$ cat config.mk
export PLATFORM = sky130hd
export DESIGN_NAME = fetch_unit
export DESIGN_NICKNAME = d
export VERILOG_FILES = /design/src/rtl/fetch_unit.sv
export SDC_FILE = /design/constraint.sdc
export NUM_CORES = 1
export LEC_CHECK = 0
export ABC_AREA = 1
export CAP_MARGIN = 40
export CORE_UTILIZATION = 23
export CTS_CLUSTER_SIZE = 14
export DETAILED_ROUTE_END_ITERATION = 8
export DONT_BUFFER_PORTS = 1
export GPL_TIMING_DRIVEN = 0
export PLACE_DENSITY = 0.33
export SLEW_MARGIN = 20
export SYNTH_ARGS = -nofsm -noshare
export SYNTH_HDL_FRONTEND = slang
export SYNTH_SLANG_ARGS = --single-unit
export TNS_END_PERCENT = 30
$ cat constraint.sdc
create_clock -name i_clk -period 6.5 [get_ports i_clk]
set_clock_uncertainty 0.05 [all_clocks]
set_input_delay 0.975 -clock i_clk [delete_from_list [all_inputs] [get_ports i_clk]]
set_output_delay 0.975 -clock i_clk [all_outputs]
set_load 0.005 [all_outputs]
$ cat src/rtl/fetch_unit.sv
// Instruction fetch: PC generation, valid/ready memory requests and an in-order buffer toward decode.
// Optional misaligned-redirect trap is built when FETCH_MISALIGN_TRAP_EN is defined.
//
// state | meaning
// RUN   | normal fetch and delivery to decode
// TRAP  | misaligned redirect target seen; fetch halted until reset or an aligned redirect
module fetch_unit #(
    parameter logic [31:0] RESET_PC = 32'h0000_0000,
    parameter int unsigned DEPTH    = 2
) (
    input  logic        i_clk,
    input  logic        i_rst,
    output logic        o_imem_req_valid,
    output logic [31:0] o_imem_addr,
    input  logic        i_imem_req_ready,
    input  logic        i_imem_rsp_valid,
    input  logic [31:0] i_imem_rsp_data,
    output logic        o_valid,
    output logic [31:0] o_instr,
    output logic [31:0] o_pc,
    input  logic        i_ready,
    input  logic        i_redirect,
    input  logic [31:0] i_redirect_pc
`ifdef FETCH_MISALIGN_TRAP_EN
    ,
    output logic        o_misalign
`endif
);

    localparam int AW = $clog2(DEPTH);
    localparam int CW = AW + 1;

    typedef enum logic {
        ST_RUN  = 1'b0,
        ST_TRAP = 1'b1
    } state_t;

    state_t          state_q, state_d;
    logic [31:0]     fetch_pc_q, fetch_pc_d;
    logic [31:0]     rsp_pc_q, rsp_pc_d;
    logic [CW-1:0]   inflight_q, inflight_d;
    logic [CW-1:0]   drop_cnt_q, drop_cnt_d;
    logic [CW-1:0]   count_q, count_d;
    logic [AW-1:0]   rd_ptr_q, rd_ptr_d;
    logic [AW-1:0]   wr_ptr_q, wr_ptr_d;
    logic [31:0]     instr_mem_q [DEPTH];
    logic [31:0]     pc_mem_q    [DEPTH];

    logic [31:0]     redirect_target;
    logic            redirect_misaligned;
    logic [CW-1:0]   inflight_live;
    logic [CW:0]     occupancy;
    logic            req_valid;
    logic            req_fire;
    logic            head_valid;
    logic            push;
    logic            pop;

    assign redirect_target = {i_redirect_pc[31:2], 2'b00};

`ifdef FETCH_MISALIGN_TRAP_EN
    logic [31:0] trap_pc_q, trap_pc_d;
    assign redirect_misaligned = |i_redirect_pc[1:0];
`else
    logic redirect_lsb_unused;
    assign redirect_lsb_unused = ^i_redirect_pc[1:0];
    assign redirect_misaligned = 1'b0;
`endif

    // Stale responses still count against inflight but will never land in the buffer.
    assign inflight_live = inflight_q - drop_cnt_q;
    assign occupancy     = {1'b0, inflight_live} + {1'b0, count_q};
    assign req_valid     = !i_rst && (state_q == ST_RUN) && !i_redirect
                           && (occupancy < (CW+1)'(DEPTH));
    assign req_fire      = req_valid && i_imem_req_ready;
    assign head_valid    = !i_rst && (state_q == ST_RUN) && (count_q != '0);
    assign pop           = head_valid && i_ready && !i_redirect;
    assign push          = !i_rst && i_imem_rsp_valid && !i_redirect && (drop_cnt_q == '0);

    always_ff @(posedge i_clk) begin
        if (i_rst) begin
            state_q    <= ST_RUN;
            fetch_pc_q <= RESET_PC;
            rsp_pc_q   <= RESET_PC;
            inflight_q <= '0;
            drop_cnt_q <= '0;
            count_q    <= '0;
            rd_ptr_q   <= '0;
            wr_ptr_q   <= '0;
`ifdef FETCH_MISALIGN_TRAP_EN
            trap_pc_q  <= '0;
`endif
        end else begin
            state_q    <= state_d;
            fetch_pc_q <= fetch_pc_d;
            rsp_pc_q   <= rsp_pc_d;
            inflight_q <= inflight_d;
            drop_cnt_q <= drop_cnt_d;
            count_q    <= count_d;
            rd_ptr_q   <= rd_ptr_d;
            wr_ptr_q   <= wr_ptr_d;
`ifdef FETCH_MISALIGN_TRAP_EN
            trap_pc_q  <= trap_pc_d;
`endif
        end
    end

    always_ff @(posedge i_clk) begin
        if (push) begin
            instr_mem_q[wr_ptr_q] <= i_imem_rsp_data;
            pc_mem_q[wr_ptr_q]    <= rsp_pc_q;
        end
    end

    always_comb begin
        state_d = state_q;
`ifdef FETCH_MISALIGN_TRAP_EN
        trap_pc_d = trap_pc_q;
        if (i_redirect) begin
            if (redirect_misaligned) begin
                state_d   = ST_TRAP;
                trap_pc_d = i_redirect_pc;
            end else begin
                state_d = ST_RUN;
            end
        end
`else
        if (redirect_misaligned) begin
            state_d = ST_TRAP;
        end
`endif
    end

    always_comb begin
        fetch_pc_d = fetch_pc_q;
        rsp_pc_d   = rsp_pc_q;
        inflight_d = inflight_q;
        drop_cnt_d = drop_cnt_q;
        count_d    = count_q;
        rd_ptr_d   = rd_ptr_q;
        wr_ptr_d   = wr_ptr_q;
        if (i_redirect) begin
            // A response landing in the redirect cycle is already stale, so it is not counted as a drop.
            fetch_pc_d = redirect_target;
            rsp_pc_d   = redirect_target;
            inflight_d = inflight_q - CW'(i_imem_rsp_valid);
            drop_cnt_d = inflight_q - CW'(i_imem_rsp_valid);
            count_d    = '0;
            rd_ptr_d   = wr_ptr_q;
        end else begin
            inflight_d = inflight_q + CW'(req_fire) - CW'(i_imem_rsp_valid);
            if (req_fire) begin
                fetch_pc_d = fetch_pc_q + 32'd4;
            end
            if (i_imem_rsp_valid && (drop_cnt_q != '0)) begin
                drop_cnt_d = drop_cnt_q - CW'(1);
            end
            if (push) begin
                rsp_pc_d = rsp_pc_q + 32'd4;
                wr_ptr_d = wr_ptr_q + AW'(1);
            end
            if (pop) begin
                rd_ptr_d = rd_ptr_q + AW'(1);
            end
            count_d = count_q + CW'(push) - CW'(pop);
        end
    end

    always_comb begin
        o_imem_req_valid = req_valid;
        o_imem_addr      = fetch_pc_q;
        o_valid          = head_valid;
        o_instr          = instr_mem_q[rd_ptr_q];
        o_pc             = pc_mem_q[rd_ptr_q];
`ifdef FETCH_MISALIGN_TRAP_EN
        o_misalign       = !i_rst && (state_q == ST_TRAP);
        if (state_q == ST_TRAP) begin
            o_pc = trap_pc_q;
        end
`endif
    end

    a_no_rsp_underflow: assert property (@(posedge i_clk) disable iff (i_rst)
        !(i_imem_rsp_valid && (inflight_q == '0)));
    a_drop_within_inflight: assert property (@(posedge i_clk) disable iff (i_rst)
        drop_cnt_q <= inflight_q);

endmodule

Word-level counts from Yosys, hierarchy flattened
Memories as Yosys holds them, arrays and structs flattened. A register that Yosys moved wholly into a read port is not among the register bits.
Cells that the tools add are included.

word-level totals
  register bits = 72
  latch bits = 0
  bits in writable memories = 128
  memory bits (read-only) = 0
  output and inout port bits = 98
  logic and storage cells = 61
  memories kept = 2

operators by class
  add/subtract/negate cells = 12
  multipliers = 0
  div/mod/pow operators = 0
  $lt $le $gt $ge = 1
  equal/unequal tests = 0
  shift operators = 0
  mux-type cells = 15
  bitwise logic cells = 1
  reduce and logical (&&, ||, !) cells = 21

memories
  name         words  width  rd ports  clocked after memory_dff  wr ports  RTL line  RTL
  instr_mem_q  2      32     1         1                         1         46        logic [31:0] instr_mem_q [DEPTH];
  pc_mem_q     2      32     1         1                         1         47        logic [31:0] pc_mem_q [DEPTH];

operators with widths
  kind                                                                   count
  32-bit 2-to-1 mux                                                      4
  32-bit by 3-bit adder with 32-bit output (second input constant)       2
  2-bit nonzero test                                                     6
  1-bit logical AND                                                      10
  1-bit 2-to-1 mux                                                       8
  2-bit 2-to-1 mux                                                       3
  2-bit by 1-bit subtractor with 2-bit output                            3
  2-bit by 1-bit adder with 2-bit output                                 2
  2-bit by 2-bit adder with 3-bit output                                 1
  3-bit by 2-bit < comparator with 1-bit output (second input constant)  1
  1-bit adder (second input constant)                                    2
  1-bit zero test                                                        2
  2-bit zero test                                                        1
  2-bit AND reduction                                                    1
  2-bit OR reduction                                                     1
  2-bit by 1-bit subtractor with 2-bit output (second input constant)    1
  2-bit subtractor                                                       1
  1-bit inverter                                                         1

Depth between registers and ports, before layout
  word-level depth = 8
  depth in mapped cells = 15
  mapped depth without buffers = 15

Worst setup path before layout
No wires, ideal clock.

  kind = in2reg
  start = input i_rst
  end = memory instr_mem_q[1][0], enable pin
  setup time = 0.483 ns
  arrival time = 4.117 ns
  required time = 5.967 ns
  slack = 1.850 ns
  stages on the path = 6
  path buffers = 1
  cell sequence = buf_4 -> clkinv_4 -> nand2_8 -> nor2_4 -> inv_1 -> nor2_1

on the way
  word-level cells in the longest chain between the ends = 6

RTL lines
  item                                    RTL line  RTL
  start: declaration                      12        input logic i_rst,
  1-bit zero test                         78        assign push = !i_rst && i_imem_rsp_valid && !i_redirect && (drop_cnt_q == '0);
  1-bit logical AND (3 in series)         78
  1-bit 2-to-1 mux                        109       if (push) begin
  1-bit 2-to-1 mux (implied by the code)  110       instr_mem_q[wr_ptr_q] <= i_imem_rsp_data;
  end: declaration                        46

Every way passes these cells.

Worst setup path in the final report
  start = register inflight_q[0]
  end = output o_imem_req_valid

on the way
  word-level cells in the longest chain between the ends = 4

RTL lines
  item                                           RTL line  RTL
  start: declaration                             41        logic [CW-1:0] inflight_q, inflight_d;
  start signal: assignment                       97        inflight_q <= inflight_d;
  2-bit subtractor                               71        assign inflight_live = inflight_q - drop_cnt_q;
  2-bit by 2-bit adder with 3-bit output         72        assign occupancy = {1'b0, inflight_live} + {1'b0, count_q};
  3-bit by 2-bit < comparator with 1-bit output  74        && (occupancy < (CW+1)'(DEPTH));
  1-bit logical AND                              74
  end: declaration                               13        output logic o_imem_req_valid,

Every way passes these cells.

==> results.md <==
* Worst-Margin Slew at 0.698 ns
* Yosys warnings at 0
* Post-synth top flop: edfxtp_1
* Fin. Hold Viols at 0
* Routed Antenna Nets at 0
* Most instantiated cells after synthesis: nand2_1, edfxtp_1, inv_1
* VDD IR-drop max at 0.152 mV
* Hold Path Class: reg -> reg
* Die area at approximately 41000 um^2
* Antenna Cells at 0
* Critical Path, Cell by Cell: inv_1 > ha_1 > xnor2_1 > xor2_1 > fa_1 > nand2_1 > nor2_4
* Final period util at roughly 48%
* Initial antenna violation count at 0
* Startpoint types: flip-flop
* Largest buffer count on any clock path at 2
* Number of H-tree levels at 4
* Clk root buf: clkbuf_16
* Placement Cell Area at 10000 um^2
* Max FO, Critical Path at 2
* Critical Path AT at 2.12 ns
* Vias/cell at 4.27
* Top-level port count at 168
* Routability congestion estimate at 0.783
* Die W at between 200 and 250 um
* Share of layout cells above drive strength 1 at 14.9%
* Crit end category: output pin
* Most common cell in the netlist: nand2_1
* Cell accounting for the most synthesized area: edfxtp_1
* Syn Area/Cell at 9.39 um^2
* Worst Setup SP: inflight_q[0]
* Row Count at 72
* Clk Latency, worst-skew pair at 0.45 ns
* Clk slew on worst S/H paths at 0.08 ns
* Req. time, crit path at 5.47 ns
* Die Ht at slightly above 200 um
* Num CTS Buffers at 17
* Iter 0 DRT Violations at 482
* GRT overflow at 0
* EDFF count, synth at 124
* DR vias at 6580
* Max_slew headroom at 53.5%
* Area growth syn-to-layout at 15.3%
* First-pass GRT wire length at 42000 um
* Crit Path Category: reg -> out
* Synth top area share at 40.4%
* Pwr Density at 252 nW/um^2
* Seq/Total Area, Yosys at 55.3%
* Largest net degree at the start of global routing at 23
* Routed WL per cell at approximately 18 um
* Status: completed
* Flops & latches, synth at 193
* Worst R2R Start: inflight_q[0]
* CTS tree: done
* DP HPWL at ~21000 um
* DRC errors left at 0
* Final net count at roughly 1100
* Minimum clock period at 3.14 ns
* Post-Synthesis Cells at 982
* Final std cells w/o fill at 1541
* All-Layer GR Usage at 14.0%
* Number of global-route vias before repair at 6332
* Pre-antenna DRT Iters at 5
* RSZ-0062 raised after global routing: false
* Total core area at 39100 um^2
* Slew Limit Fails at 0
* Post_cts resized at 0
* Slowest stage cell, crit path: fa_1
* Async S/R FF share, synth at 0%
* LEAKAGE at 3.72 nW
* Cts hold-fix bufs at 0
* Placed Cells at 1509
* Endpoints failing setup at 0
* Syn Std Cell Area at between 9000 and 10000 um^2
* Worst path max stage delay at 0.51 ns
* Number of max-cap violations at 0
* Post-CTS Setup Bufs at 0
* Synth cell types at 35
* Port bufs at 0
* Final wirelength at 28100 um
* Top post-synthesis cells by area: edfxtp_1, dfxtp_1, nand2_1
* Fmax at ~320 MHz
* Final setup TNS at 0 ns
* Worst hold start: rsp_pc_q[31]
* Design area at 10600 um^2
* Starting Density at between 20% and 30%
* Clk sink count at 193
final timing paths:
| check | to | slack (ns) | cells past startpoint |
|---|---|---|---|
| worst min-delay path | pc_mem_q[1][31] | 0.48 | 0 |
| worst max-delay path | o_imem_req_valid | 3.36 | 7 |
| worst min register to register | pc_mem_q[1][31] | 0.48 | 0 |
| worst max register to register | inflight_q[1] | 3.49 | 15 |
cell families (layout without fill, tap and decap cells):
kind of cell             count (synthesis)  in the layout  share of synthesized area (%)
other                                    1              4                         0.0407
AND/OR/NAND/NOR                        432            432                           20.0
adder cells (fa/ha/maj)                 10             10                           1.44
AO/OA/AOI/OAI                          121            121                           6.90
XOR/XNOR                                19             19                           1.80
multiplexers                            62             62                           7.57
flip-flops                             193            193                           55.3
buffers and inverters                  144            182                           6.93
placed cells by master, fill, tap and decap left out, drive strengths merged, types with 14 or more instances in the layout:
master / n
a21oi: 53
dfxtp: 69
a31oi: 17
clkbuf: 28
inv: 120
o21ai: 47
nand2: 259
mux2: 62
edfxtp: 124
xor2: 14
nand3: 60
nor2: 102
buf: 27
power breakdown:
group	total [mW]	internal [mW]	leakage [nW]	switching (mW)
logic	0.219	0.0797	1.73	0.139
registers	1.40	1.35	1.70	0.0520
clock network	1.06	0.518	0.290	0.540
total	2.68	1.95	3.72	0.731
through the flow:
| stage | total power, mW | util, % | hold WS (ns) | worst slack, ns |
|---|---|---|---|---|
| after global routing | 2.81 | 27.2 | 0.496 | 3.24 |
| after global placement | 1.65 | 25.3 | 0.476 | -0.666 |
| after floorplan | 1.57 | - | 0.398 | 1.85 |
| after detailed placement | 1.65 | 25.7 | 0.478 | 3.39 |
| after CTS | 2.73 | 27.2 | 0.485 | 3.29 |
| final | 2.68 | 27.2 | 0.481 | 3.36 |
area by class of cell:
cell class                      instances  area, um^2
Inverter                              112         438
Buffer                                 32         201
Sequential cell                       193        5100
Clock inverter                         15         160
Clock buffer                           17         425
Timing Repair Buffer                    6         150
Multi-Input combinational cell        648        3510
Fill cell                            4191       28500
Tap cell                              518         648
sequential cells by signal (all words and copies together), names as in the netlist, named ones only:
signal       count
rsp_pc_q        30
drop_cnt_q       2
count_q          2
instr_mem_q     64
o_imem_addr     30
wr_ptr_q         1
pc_mem_q        60
rd_ptr_q         1
inflight_q       2
metal layers:
layer  GRT usage [%]  share of wire, %  routed length, um  vias up
li1                -                 -                  -     3308
met1            18.5                47              13100     3083
met2            22.3                46              12900      169
met3            3.90               6.3               1780       20
met4            3.92               1.2                348        0
met5               0                 0                  0        -
critical path: cells and delay by family, from the launching register on:
family / cells / cell delay, ns
xor+xnor: 2 / 0.29
flops: 1 / 0.34
simple gates: 2 / 0.26
fa+ha+maj: 2 / 0.71
buf+inv: 1 / 0.06
Note: power is estimated with default switching activity, not from simulation.
